<file path="src/rtl/mem_arbiter_pkg.sv">
// Shared definitions for the memory arbiter: FSM states, MemSize encoding
// and the fetch-timeout NOP instruction.
package mem_arbiter_pkg;

    typedef enum logic [1:0] {
        IDLE    = 2'd0,
        IF_BUSY = 2'd1,
        DM_BUSY = 2'd2
    } arb_state_t;

    // MemSize encoding shared with the decoder
    localparam logic MEM_SIZE_BYTE = 1'b0;
    localparam logic MEM_SIZE_WORD = 1'b1;

    localparam logic [3:0]  SEL_WORD = 4'b1111;
    localparam logic [31:0] NOP_INSN = 32'h0000_0013;

endpackage

</file>
<file path="src/rtl/mem_arbiter_if.sv">
// Bundles the fetch requester, data requester and downstream memory port
// of the arbiter. slave = arbiter side, master = requesters/memory side.
interface mem_arbiter_if #(
    parameter int unsigned ADDR_W = 32
);
    // instruction fetch requester
    logic              if_req;
    logic [ADDR_W-1:0] if_addr;
    logic              if_ack;
    logic [31:0]       if_rdata;
    // data requester
    logic              dm_req;
    logic              dm_we;
    logic              dm_size;
    logic [ADDR_W-1:0] dm_addr;
    logic [31:0]       dm_wdata;
    logic              dm_ack;
    logic              dm_err;
    logic [31:0]       dm_rdata;
    // shared memory port
    logic              bus_stb;
    logic              bus_we;
    logic [3:0]        bus_sel;
    logic [ADDR_W-1:0] bus_addr;
    logic [31:0]       bus_wdata;
    logic              bus_ack;
    logic [31:0]       bus_rdata;

    modport slave (
        input  if_req, if_addr,
        output if_ack, if_rdata,
        input  dm_req, dm_we, dm_size, dm_addr, dm_wdata,
        output dm_ack, dm_err, dm_rdata,
        output bus_stb, bus_we, bus_sel, bus_addr, bus_wdata,
        input  bus_ack, bus_rdata
    );

    modport master (
        output if_req, if_addr,
        input  if_ack, if_rdata,
        output dm_req, dm_we, dm_size, dm_addr, dm_wdata,
        input  dm_ack, dm_err, dm_rdata,
        input  bus_stb, bus_we, bus_sel, bus_addr, bus_wdata,
        output bus_ack, bus_rdata
    );

endinterface

</file>
<file path="src/rtl/mem_lane.sv">
// Byte-lane steering for data accesses: byte select, write-data
// replication, misalignment detection and byte-load sign extension.
module mem_lane
    import mem_arbiter_pkg::*;
(
    input  logic        req_size,
    input  logic [1:0]  req_lo,
    input  logic [31:0] req_wdata,
    output logic [3:0]  sel,
    output logic [31:0] wdata,
    output logic        misaligned,
    input  logic        rd_size,
    input  logic [1:0]  rd_lo,
    input  logic [31:0] bus_rdata,
    output logic [31:0] rdata
);

    logic [7:0] rd_byte;

    // request side: lane enables and write data for the current access
    always_comb begin
        if (req_size == MEM_SIZE_WORD) begin
            sel        = SEL_WORD;
            wdata      = req_wdata;
            misaligned = (req_lo != 2'b00);
        end else begin
            sel        = 4'b0001 << req_lo;
            wdata      = {4{req_wdata[7:0]}};
            misaligned = 1'b0;
        end
    end

    // response side: pick the addressed lane and sign-extend byte loads
    always_comb begin
        rd_byte = bus_rdata[{rd_lo, 3'b000} +: 8];
        if (rd_size == MEM_SIZE_WORD) begin
            rdata = bus_rdata;
        end else begin
            rdata = {{24{rd_byte[7]}}, rd_byte};
        end
    end

endmodule

</file>
<file path="src/rtl/mem_arbiter.sv">
// Two-requester memory arbiter (fetch + data) onto a single memory port.
// Optional bus-ack watchdog enabled by defining MEM_ARB_TIMEOUT_EN.
module mem_arbiter
    import mem_arbiter_pkg::*;
#(
    parameter int unsigned ADDR_W         = 32,
    parameter int unsigned TIMEOUT_CYCLES = 255
) (
    input logic          clk,
    input logic          reset,
    mem_arbiter_if.slave mif
);

    arb_state_t        state_q, state_n;
    logic              stb_q, stb_n, we_q, we_n;
    logic [3:0]        sel_q, sel_n;
    logic [ADDR_W-1:0] addr_q, addr_n;
    logic [31:0]       wdata_q, wdata_n;
    logic              if_ack_q, if_ack_n, dm_ack_q, dm_ack_n, dm_err_q, dm_err_n;
    logic [31:0]       if_rdata_q, if_rdata_n, dm_rdata_q, dm_rdata_n;
    logic [1:0]        streak_q, streak_n;
    logic              rd_size_q, rd_size_n, bad_q, bad_n;
    logic [1:0]        rd_lo_q, rd_lo_n;
    logic [3:0]        lane_sel;
    logic [31:0]       lane_wdata, lane_rdata;
    logic              lane_misaligned;
    logic              grant_dm;
`ifdef MEM_ARB_TIMEOUT_EN
    logic [31:0]       tmo_q, tmo_n;
    logic              tmo_hit;
    assign tmo_hit = (tmo_q == TIMEOUT_CYCLES - 1);
`endif

    mem_lane u_lane (
        .req_size   (mif.dm_size),
        .req_lo     (mif.dm_addr[1:0]),
        .req_wdata  (mif.dm_wdata),
        .sel        (lane_sel),
        .wdata      (lane_wdata),
        .misaligned (lane_misaligned),
        .rd_size    (rd_size_q),
        .rd_lo      (rd_lo_q),
        .bus_rdata  (mif.bus_rdata),
        .rdata      (lane_rdata)
    );

    // dm wins ties unless it already took two grants in a row over a waiting fetch
    assign grant_dm = mif.dm_req && !(mif.if_req && streak_q == 2'd2);

    // next-state, bus fields and requester responses
    always_comb begin
        state_n    = state_q;
        stb_n      = stb_q;
        we_n       = we_q;
        sel_n      = sel_q;
        addr_n     = addr_q;
        wdata_n    = wdata_q;
        if_ack_n   = 1'b0;
        if_rdata_n = if_rdata_q;
        dm_ack_n   = 1'b0;
        dm_err_n   = 1'b0;
        dm_rdata_n = dm_rdata_q;
        streak_n   = streak_q;
        rd_size_n  = rd_size_q;
        rd_lo_n    = rd_lo_q;
        bad_n      = bad_q;
`ifdef MEM_ARB_TIMEOUT_EN
        tmo_n      = '0;
`endif
        unique case (state_q)
            IDLE: begin
                if (grant_dm) begin
                    state_n   = DM_BUSY;
                    streak_n  = mif.if_req ? streak_q + 2'd1 : streak_q;
                    we_n      = mif.dm_we;
                    sel_n     = lane_sel;
                    wdata_n   = lane_wdata;
                    addr_n    = {mif.dm_addr[ADDR_W-1:2], 2'b00};
                    rd_size_n = mif.dm_size;
                    rd_lo_n   = mif.dm_addr[1:0];
                    // misaligned word: sit one cycle in DM_BUSY without a strobe, then error
                    bad_n     = lane_misaligned;
                    stb_n     = !lane_misaligned;
                end else if (mif.if_req) begin
                    state_n  = IF_BUSY;
                    streak_n = '0;
                    stb_n    = 1'b1;
                    we_n     = 1'b0;
                    sel_n    = SEL_WORD;
                    wdata_n  = '0;
                    addr_n   = {mif.if_addr[ADDR_W-1:2], 2'b00};
                end
            end
            IF_BUSY: begin
`ifdef MEM_ARB_TIMEOUT_EN
                tmo_n = tmo_q + 32'd1;
`endif
                if (mif.bus_ack) begin
                    state_n    = IDLE;
                    stb_n      = 1'b0;
                    if_ack_n   = 1'b1;
                    if_rdata_n = mif.bus_rdata;
                end
`ifdef MEM_ARB_TIMEOUT_EN
                else if (tmo_hit) begin
                    state_n    = IDLE;
                    stb_n      = 1'b0;
                    if_ack_n   = 1'b1;
                    if_rdata_n = NOP_INSN;
                end
`endif
            end
            DM_BUSY: begin
`ifdef MEM_ARB_TIMEOUT_EN
                tmo_n = tmo_q + 32'd1;
`endif
                if (bad_q) begin
                    state_n    = IDLE;
                    bad_n      = 1'b0;
                    dm_ack_n   = 1'b1;
                    dm_err_n   = 1'b1;
                    dm_rdata_n = '0;
                end else if (mif.bus_ack) begin
                    state_n    = IDLE;
                    stb_n      = 1'b0;
                    dm_ack_n   = 1'b1;
                    dm_rdata_n = lane_rdata;
                end
`ifdef MEM_ARB_TIMEOUT_EN
                else if (tmo_hit) begin
                    state_n    = IDLE;
                    stb_n      = 1'b0;
                    dm_ack_n   = 1'b1;
                    dm_err_n   = 1'b1;
                    dm_rdata_n = '0;
                end
`endif
            end
            default: state_n = IDLE;
        endcase
    end

    // state and output registers, synchronous active-low reset
    always_ff @(posedge clk) begin
        if (!reset) begin
            state_q    <= IDLE;
            stb_q      <= 1'b0;
            we_q       <= 1'b0;
            sel_q      <= '0;
            addr_q     <= '0;
            wdata_q    <= '0;
            if_ack_q   <= 1'b0;
            if_rdata_q <= '0;
            dm_ack_q   <= 1'b0;
            dm_err_q   <= 1'b0;
            dm_rdata_q <= '0;
            streak_q   <= '0;
            rd_size_q  <= 1'b0;
            rd_lo_q    <= '0;
            bad_q      <= 1'b0;
`ifdef MEM_ARB_TIMEOUT_EN
            tmo_q      <= '0;
`endif
        end else begin
            state_q    <= state_n;
            stb_q      <= stb_n;
            we_q       <= we_n;
            sel_q      <= sel_n;
            addr_q     <= addr_n;
            wdata_q    <= wdata_n;
            if_ack_q   <= if_ack_n;
            if_rdata_q <= if_rdata_n;
            dm_ack_q   <= dm_ack_n;
            dm_err_q   <= dm_err_n;
            dm_rdata_q <= dm_rdata_n;
            streak_q   <= streak_n;
            rd_size_q  <= rd_size_n;
            rd_lo_q    <= rd_lo_n;
            bad_q      <= bad_n;
`ifdef MEM_ARB_TIMEOUT_EN
            tmo_q      <= tmo_n;
`endif
        end
    end

    assign mif.bus_stb   = stb_q;
    assign mif.bus_we    = we_q;
    assign mif.bus_sel   = sel_q;
    assign mif.bus_addr  = addr_q;
    assign mif.bus_wdata = wdata_q;
    assign mif.if_ack    = if_ack_q;
    assign mif.if_rdata  = if_rdata_q;
    assign mif.dm_ack    = dm_ack_q;
    assign mif.dm_err    = dm_err_q;
    assign mif.dm_rdata  = dm_rdata_q;

endmodule

</file>
<file path="src/flat_wrapper.sv">
// flat-port wrapper written by rule: the top's interface ports become plain ports
module mem_arbiter_flat import mem_arbiter_pkg::*;
#(
    parameter int unsigned ADDR_W         = 32,
    parameter int unsigned TIMEOUT_CYCLES = 255
)
  (clk, reset, mif_if_req, mif_if_addr, mif_if_ack, mif_if_rdata, mif_dm_req, mif_dm_we, mif_dm_size, mif_dm_addr, mif_dm_wdata, mif_dm_ack, mif_dm_err, mif_dm_rdata, mif_bus_stb, mif_bus_we, mif_bus_sel, mif_bus_addr, mif_bus_wdata, mif_bus_ack, mif_bus_rdata);
  mem_arbiter_if #(.ADDR_W(ADDR_W)) mif_i ();
  input logic clk;
  input logic reset;
  input wire logic [$bits(mif_i.if_req)-1:0] mif_if_req;
  input wire logic [$bits(mif_i.if_addr)-1:0] mif_if_addr;
  output wire logic [$bits(mif_i.if_ack)-1:0] mif_if_ack;
  output wire logic [$bits(mif_i.if_rdata)-1:0] mif_if_rdata;
  input wire logic [$bits(mif_i.dm_req)-1:0] mif_dm_req;
  input wire logic [$bits(mif_i.dm_we)-1:0] mif_dm_we;
  input wire logic [$bits(mif_i.dm_size)-1:0] mif_dm_size;
  input wire logic [$bits(mif_i.dm_addr)-1:0] mif_dm_addr;
  input wire logic [$bits(mif_i.dm_wdata)-1:0] mif_dm_wdata;
  output wire logic [$bits(mif_i.dm_ack)-1:0] mif_dm_ack;
  output wire logic [$bits(mif_i.dm_err)-1:0] mif_dm_err;
  output wire logic [$bits(mif_i.dm_rdata)-1:0] mif_dm_rdata;
  output wire logic [$bits(mif_i.bus_stb)-1:0] mif_bus_stb;
  output wire logic [$bits(mif_i.bus_we)-1:0] mif_bus_we;
  output wire logic [$bits(mif_i.bus_sel)-1:0] mif_bus_sel;
  output wire logic [$bits(mif_i.bus_addr)-1:0] mif_bus_addr;
  output wire logic [$bits(mif_i.bus_wdata)-1:0] mif_bus_wdata;
  input wire logic [$bits(mif_i.bus_ack)-1:0] mif_bus_ack;
  input wire logic [$bits(mif_i.bus_rdata)-1:0] mif_bus_rdata;
  assign mif_i.if_req = mif_if_req;
  assign mif_i.if_addr = mif_if_addr;
  assign mif_if_ack = mif_i.if_ack;
  assign mif_if_rdata = mif_i.if_rdata;
  assign mif_i.dm_req = mif_dm_req;
  assign mif_i.dm_we = mif_dm_we;
  assign mif_i.dm_size = mif_dm_size;
  assign mif_i.dm_addr = mif_dm_addr;
  assign mif_i.dm_wdata = mif_dm_wdata;
  assign mif_dm_ack = mif_i.dm_ack;
  assign mif_dm_err = mif_i.dm_err;
  assign mif_dm_rdata = mif_i.dm_rdata;
  assign mif_bus_stb = mif_i.bus_stb;
  assign mif_bus_we = mif_i.bus_we;
  assign mif_bus_sel = mif_i.bus_sel;
  assign mif_bus_addr = mif_i.bus_addr;
  assign mif_bus_wdata = mif_i.bus_wdata;
  assign mif_i.bus_ack = mif_bus_ack;
  assign mif_i.bus_rdata = mif_bus_rdata;
  mem_arbiter #(.ADDR_W(ADDR_W), .TIMEOUT_CYCLES(TIMEOUT_CYCLES)) u_core (.clk(clk), .reset(reset), .mif(mif_i));
endmodule
</file>
<file path="config.mk">
export PLATFORM = sky130hd
export DESIGN_NAME = mem_arbiter_flat
export DESIGN_NICKNAME = d
export VERILOG_FILES = /design/src/rtl/mem_arbiter_pkg.sv /design/src/rtl/mem_arbiter_if.sv /design/src/rtl/mem_lane.sv /design/src/rtl/mem_arbiter.sv /design/src/flat_wrapper.sv
export SDC_FILE = /design/constraint.sdc
export NUM_CORES = 1
export LEC_CHECK = 0
export BUFFER_PORTS_ARGS = -buffer_cell sky130_fd_sc_hd__clkbuf_2
export CAP_MARGIN = 40
export CORE_MARGIN = 2
export CORE_UTILIZATION = 45
export CTS_CLUSTER_SIZE = 28
export DETAILED_ROUTE_END_ITERATION = 12
export GPL_ROUTABILITY_DRIVEN = 0
export GPL_TIMING_DRIVEN = 0
export PLACE_DENSITY_LB_ADDON = 0.1
export SYNTH_ARGS = -nofsm -noshare
export SYNTH_HDL_FRONTEND = slang
export SYNTH_HIERARCHICAL = 1
export SYNTH_SLANG_ARGS = --single-unit
</file>
<file path="constraint.sdc">
create_clock -name clk -period 2.4 [get_ports clk]
set_clock_uncertainty 0.2 [all_clocks]
set_input_delay 0.36 -clock clk [delete_from_list [all_inputs] [get_ports clk]]
set_output_delay 0.36 -clock clk [all_outputs]
set_load 0.05 [all_outputs]
</file>
* Word level (Yosys, flattened, before mapping)
Cells that the tools add are included.
** Word-level totals
- Register bits :: 145
- Input bits :: 135
- Logic and storage cells :: 75
** Operators by class
- Add/sub/neg operators :: 1
- Equality and inequality tests :: 6
- Shift operators :: 2
- Muxes and demuxes :: 32
- Reduce and logical (&&, ||, !) cells :: 19
** Operators with widths (number)
- two-way mux 32 bit :: 8
- variable part select 32 x 6 -> 8 bit :: 1
- AND reduction 2 bit :: 8
- two-way mux 2 bit :: 7
- two-way mux 4 bit :: 3
- two-way mux 1 bit :: 11
- nonzero test 2 bit :: 4
- one-hot mux 2 bit (3 select lines) :: 1
- == test 2 bit (second input constant) :: 2
- << shifter 1 x 2 -> 4 bit (first input constant) :: 1
- inequality test 3 x 2 -> 1 bit (second input constant) :: 1
- one-hot mux 1 bit (3 select lines) :: 1
- AND reduction 3 bit :: 1
- nonzero test 3 bit :: 1
- adder 2 x 1 -> 2 bit (second input constant) :: 1
- == test 2 x 1 -> 1 bit (second input constant) :: 1
- logical AND 1 bit :: 2
- zero test 1 bit :: 2
- zero test 2 bit :: 1
- inequality test 2 x 1 -> 1 bit (second input constant) :: 1
- inequality test 2 bit (second input constant) :: 1
- one-hot mux 1 bit (2 select lines) :: 1

* Longest topological paths before layout
- Depth after elaboration :: 6
- Mapped depth :: 9

* Hierarchy
The synthesis kept the hierarchy.
** By module, submodules not included
- mem_arbiter :: times used 1, cells each 575, area each 5277.6 µm², sequential area each 2862.7 µm²
- mem_lane :: times used 1, cells each 149, area each 900.9 µm², sequential area each 0.0 µm²

* Worst setup path after synthesis
No wires, ideal clock.
- Path kind :: register -> register
- From :: register u_core.rd_lo_q[1]
- To :: register u_core.dm_rdata_q[15], in the netlist u_core/mif.dm_rdata[15]
- Setup time :: 0.128 ns
- Data arrival time :: 1.499 ns
- Path slack :: 0.573 ns
- Cell stages (with the launch flop) :: 8
- Path buffers :: 2
- Cells stage by stage :: dfxtp_1 buf_6 mux2_1 a22o_4 buf_6 a21o_1 a22oi_1 nor2_1
** On the way
- Word-level cells in the longest chain between the ends :: 4
** Ends and longest elaborated chain
- start, declared :: RTL line mem_arbiter.sv:23 : logic [1:0] rd_lo_q, rd_lo_n;
- start signal, assigned :: RTL line mem_arbiter.sv:178 : rd_lo_q <= rd_lo_n;
- variable part select 32 x 6 -> 8 bit :: RTL line mem_lane.sv:35 : rd_byte = bus_rdata[{rd_lo, 3'b000} +: 8];
- two-way mux 32 bit :: RTL line mem_lane.sv:36 : if (rd_size == MEM_SIZE_WORD) begin
- via u_core.lane_rdata[15] :: RTL line mem_arbiter.sv:25 : logic [31:0] lane_wdata, lane_rdata;
- two-way mux 32 bit :: RTL line mem_arbiter.sv:123 : end else if (mif.bus_ack) begin
- two-way mux 32 bit :: RTL line mem_arbiter.sv:117 : if (bad_q) begin
- end signal, assigned :: RTL line mem_arbiter.sv:175 : dm_rdata_q <= dm_rdata_n;
- end, declared :: RTL line mem_arbiter.sv:20 : logic [31:0] if_rdata_q, if_rdata_n, dm_rdata_q, dm_rdata_n;
The timed path passes the listed nets, and every way through them passes these cells. The select of a mux whose other input is x is not followed.
A chain may end at the register's enable or synchronous reset.

* Worst setup path after layout
- From :: register u_core.state_q[0]
- To :: register u_core.dm_rdata_q[8], in the netlist u_core/mif.dm_rdata[8]
** On the way
- Word-level cells in the longest chain between the ends :: 2
** Ends and longest elaborated chain
- start, declared :: RTL line mem_arbiter.sv:14 : arb_state_t state_q, state_n;
- start signal, assigned :: RTL line mem_arbiter.sv:165 : state_q <= state_n;
- == test 2 bit :: RTL line mem_arbiter.sv:70 : unique case (state_q)
- AND reduction 2 bit (no source line)
No other way between the ends.

==> results.json <==
{
  "critPathKind": "reg -> reg",
  "async_flop_share_pct": 0,
  "crit_path_cell_trace": "inv_1, ha_1, o21ai_1, clkbuf_1, a22oi_1, nor2_1",
  "syn_inst": 724,
  "antenna_cells": 0,
  "ir_drop_v": 0.000496,
  "power_mw": 6.95,
  "numCtsBuffers": 17,
  "dpl_cell_area_um2": 7740,
  "fill_cells": 1278,
  "post_cts_buffers": 0,
  "max_slew.worst_pin.slew_ps": 589,
  "synth_edf_count": 0,
  "multi_input_area_um2": 2910,
  "finalWirelength_um": 18900,
  "crit_start": "u_core/state_q[0]",
  "synth_cell_types": 40,
  "fmax_mhz": 472,
  "critPathArrivalTime_ps": 2260,
  "worstSkewPairLatency_ps": 410,
  "ys.warnings.count": 6,
  "first_iter_violations": 559,
  "met3_usage_pct": 6.25,
  "syn-cell-area_um2": 6180,
  "finalMaxSlewViolations": 0,
  "r2r_cells": 6,
  "die_w_um": 121,
  "postRouteAntennaNets": 0,
  "drv_cap": 0,
  "dr.pass1.iters": 6,
  "initial_core_util_pct": 46.3,
  "use_met2_pct": 39.3,
  "grt_pass1_wl_um": 29300,
  "grt_pass1_vias": 5767,
  "clk_pin_slew_ps": 60,
  "hpwl_um": 14300,
  "final_area_um2": 8410,
  "finalSetupViolCount": 0,
  "ys.flop_type": "dfxtp_1",
  "tns_ps": 0,
  "max_slew_margin_pct": 60.4,
  "cts_tree": "built",
  "hold_viol": 0,
  "worstSetupEndpointType": "flop",
  "leakagePower_nw": 4.09,
  "yosys_register_bits": 143,
  "core_area_um2": 13300,
  "reg2reg_from": "u_core/state_q[0]",
  "floorplan.die_area_um2": 14700,
  "status": "finished, final reports clean",
  "rsz0062_at_grt": "false",
  "wire_per_inst_um": 15.7,
  "vias_per_cell": 5.19,
  "postSynthAreaPerCell_um2": 8.53,
  "via_count": 6244,
  "htreeDepth": 4,
  "cp_data_required_time_ps": 2540,
  "drc": 0,
  "postLayoutCoreUtil_pct": 63.0,
  "clockBufferDepth": 2,
  "antenna_found_initial": 0,
  "p_per_area_nw_per_um2": 827,
  "io_pins": 272,
  "critPathMaxStageDelay_ps": 480,
  "fp-row-count": 42,
  "yosysSeqAreaShare_pct": 46.3,
  "drive_above_1_share_pct": 34.0,
  "fin_crit_ps": 2120,
  "cts_resized": 0,
  "path_max_fanout": 10,
  "busiest_layer": "met2",
  "hp-start": "mif_bus_rdata[13]",
  "io_buffers": 267,
  "worstHoldPathType": "in -> reg",
  "start_kind": "flop",
  "whs_path_depth": 3,
  "min_period_over_period_pct": 88.2,
  "whs_ps": 20.5,
  "cts_root_buffer": "clkbuf_16",
  "grt_max_degree": 17,
  "use_met1_pct": 34.1,
  "area_delta_synth_final_pct": 36.1,
  "cts.sinks": 143,
  "regArea_um2": 2860,
  "grt_remaining_overflow": 0,
  "cp_slowest_cell": "clkbuf_1",
  "grt_usage_pct": 25.5,
  "die_h_um": 121,
  "nets": 1156
}
[final cells by class]
type,count,share of cell area (%)
plain buffers,70,4.63
clock buffers,21,5.48
clock inverters,11,1.92
inverters,5,0.223
multi-input cells,506,34.6
flip-flops and latches,143,34.1
well taps,176,2.62
repair buffers,272,16.5
[worst max-delay path: cells and delay by family (launching register included)]
| family | cells | cell delay [ps] |
|---|---|---|
| DFF | 1 | 410 |
| and+or+nand+nor | 1 | 110 |
| buffers and inverters | 2 | 570 |
| adders and majority gates | 1 | 260 |
| AOI/OAI and AO/OA | 2 | 500 |
[timing repair]
action	4_1_cts	5_1_grt
endpoints found under the setup margin	0	1
endpoints found under the hold margin	5	0
hold buffers	5	0
[power breakdown]
part           switching, mW  total (mW)  internal, mW
logic                   1.08        1.58         0.492
registers             0.0858        2.62          2.53
clock network          0.966        2.75          1.79
[kinds of logic (layout without fill, tap and decap cells)]
group,after synthesis,after routing,synth area share [%]
flops,143,143,46.3
simple gates,229,229,15.2
compound gates,228,228,23.6
buf+inv,76,379,6.66
mux,41,41,6.89
fa+ha+maj,6,6,1.22
other cells,1,2,0.0607
[worst paths after layout]
kind,to,slack (ps)
max,u_core/mif.dm_rdata[8],280
min,u_core/mif.if_rdata[13],20
max reg2reg,u_core/mif.dm_rdata[8],280
min reg2reg,u_core/mif.if_rdata[7],250
[synth_stat cells (6+ instances only)]
cell type | count | area share [%]
mux2i_1 | 32 | 5.2
nand2_1 | 123 | 7.5
nand2b_1 | 10 | 1.0
nor2_1 | 74 | 4.5
clkbuf_1 | 35 | 2.1
ha_1 | 6 | 1.2
a21oi_1 | 75 | 6.1
mux2_2 | 7 | 1.3
buf_6 | 8 | 1.5
a22oi_1 | 73 | 8.9
a21o_1 | 27 | 3.3
buf_2 | 14 | 1.1
buf_4 | 13 | 1.6
o21ai_0 | 37 | 3.0
dfxtp_1 | 143 | 46
nor2b_1 | 11 | 1.1
[per-stage QoR]
| stage | instances | setup WS [ps] |
|---|---|---|
| after floorplan | 725 | 573 |
| after global placement | 1168 | 318 |
| after detailed placement | 1168 | 307 |
| after CTS | 1205 | 188 |
| after global routing | 1204 | 110 |
| final | 1204 | 283 |
[flip-flops by register name, indices dropped and copies added, names as in the netlist]
signal                flops
u_core/mif.bus_wdata     32
u_core/rd_size_q          1
u_core/mif.if_ack         1
u_core/mif.bus_stb        1
u_core/mif.dm_err         1
u_core/mif.bus_sel        4
u_core/mif.dm_ack         1
u_core/streak_q           2
u_core/mif.if_rdata      32
u_core/mif.dm_rdata      32
u_core/mif.bus_we         1
u_core/mif.bus_addr      30
u_core/state_q            2
u_core/bad_q              1
u_core/rd_lo_q            2
[layer usage]
| layer | up-vias | part of all wire, % | routed length [µm] |
|---|---|---|---|
| li1 | 3081 | - | - |
| met1 | 2851 | 44 | 8360 |
| met2 | 277 | 45 | 8470 |
| met3 | 35 | 8.3 | 1570 |
| met4 | 0 | 2.7 | 511 |
| met5 | - | 0 | 0 |
[placed cells by master (no fill, tap or decap), types with 2 or more instances in the layout]
cell / count
a21o_1: 27
o21bai_1: 2
conb_1: 2
a22oi_1: 73
o21ai_1: 2
buf_2: 14
clkinv_2: 5
buf_4: 13
inv_1: 4
ha_1: 6
nor2_1: 74
dfxtp_1: 143
nand2b_1: 10
a31o_2: 2
clkbuf_1: 37
o221a_2: 4
o31ai_1: 2
clkbuf_8: 2
a21oi_1: 75
nor3_1: 2
and2_1: 2
mux2i_1: 32
buf_6: 8
clkbuf_2: 267
clkbuf_16: 17
dlygate4sd3_1: 5
o21ai_0: 37
mux2_2: 7
bufinv_16: 4
nor2b_1: 11
nand2_1: 123
No activity file was read; power rests on OpenSTA's default activity.
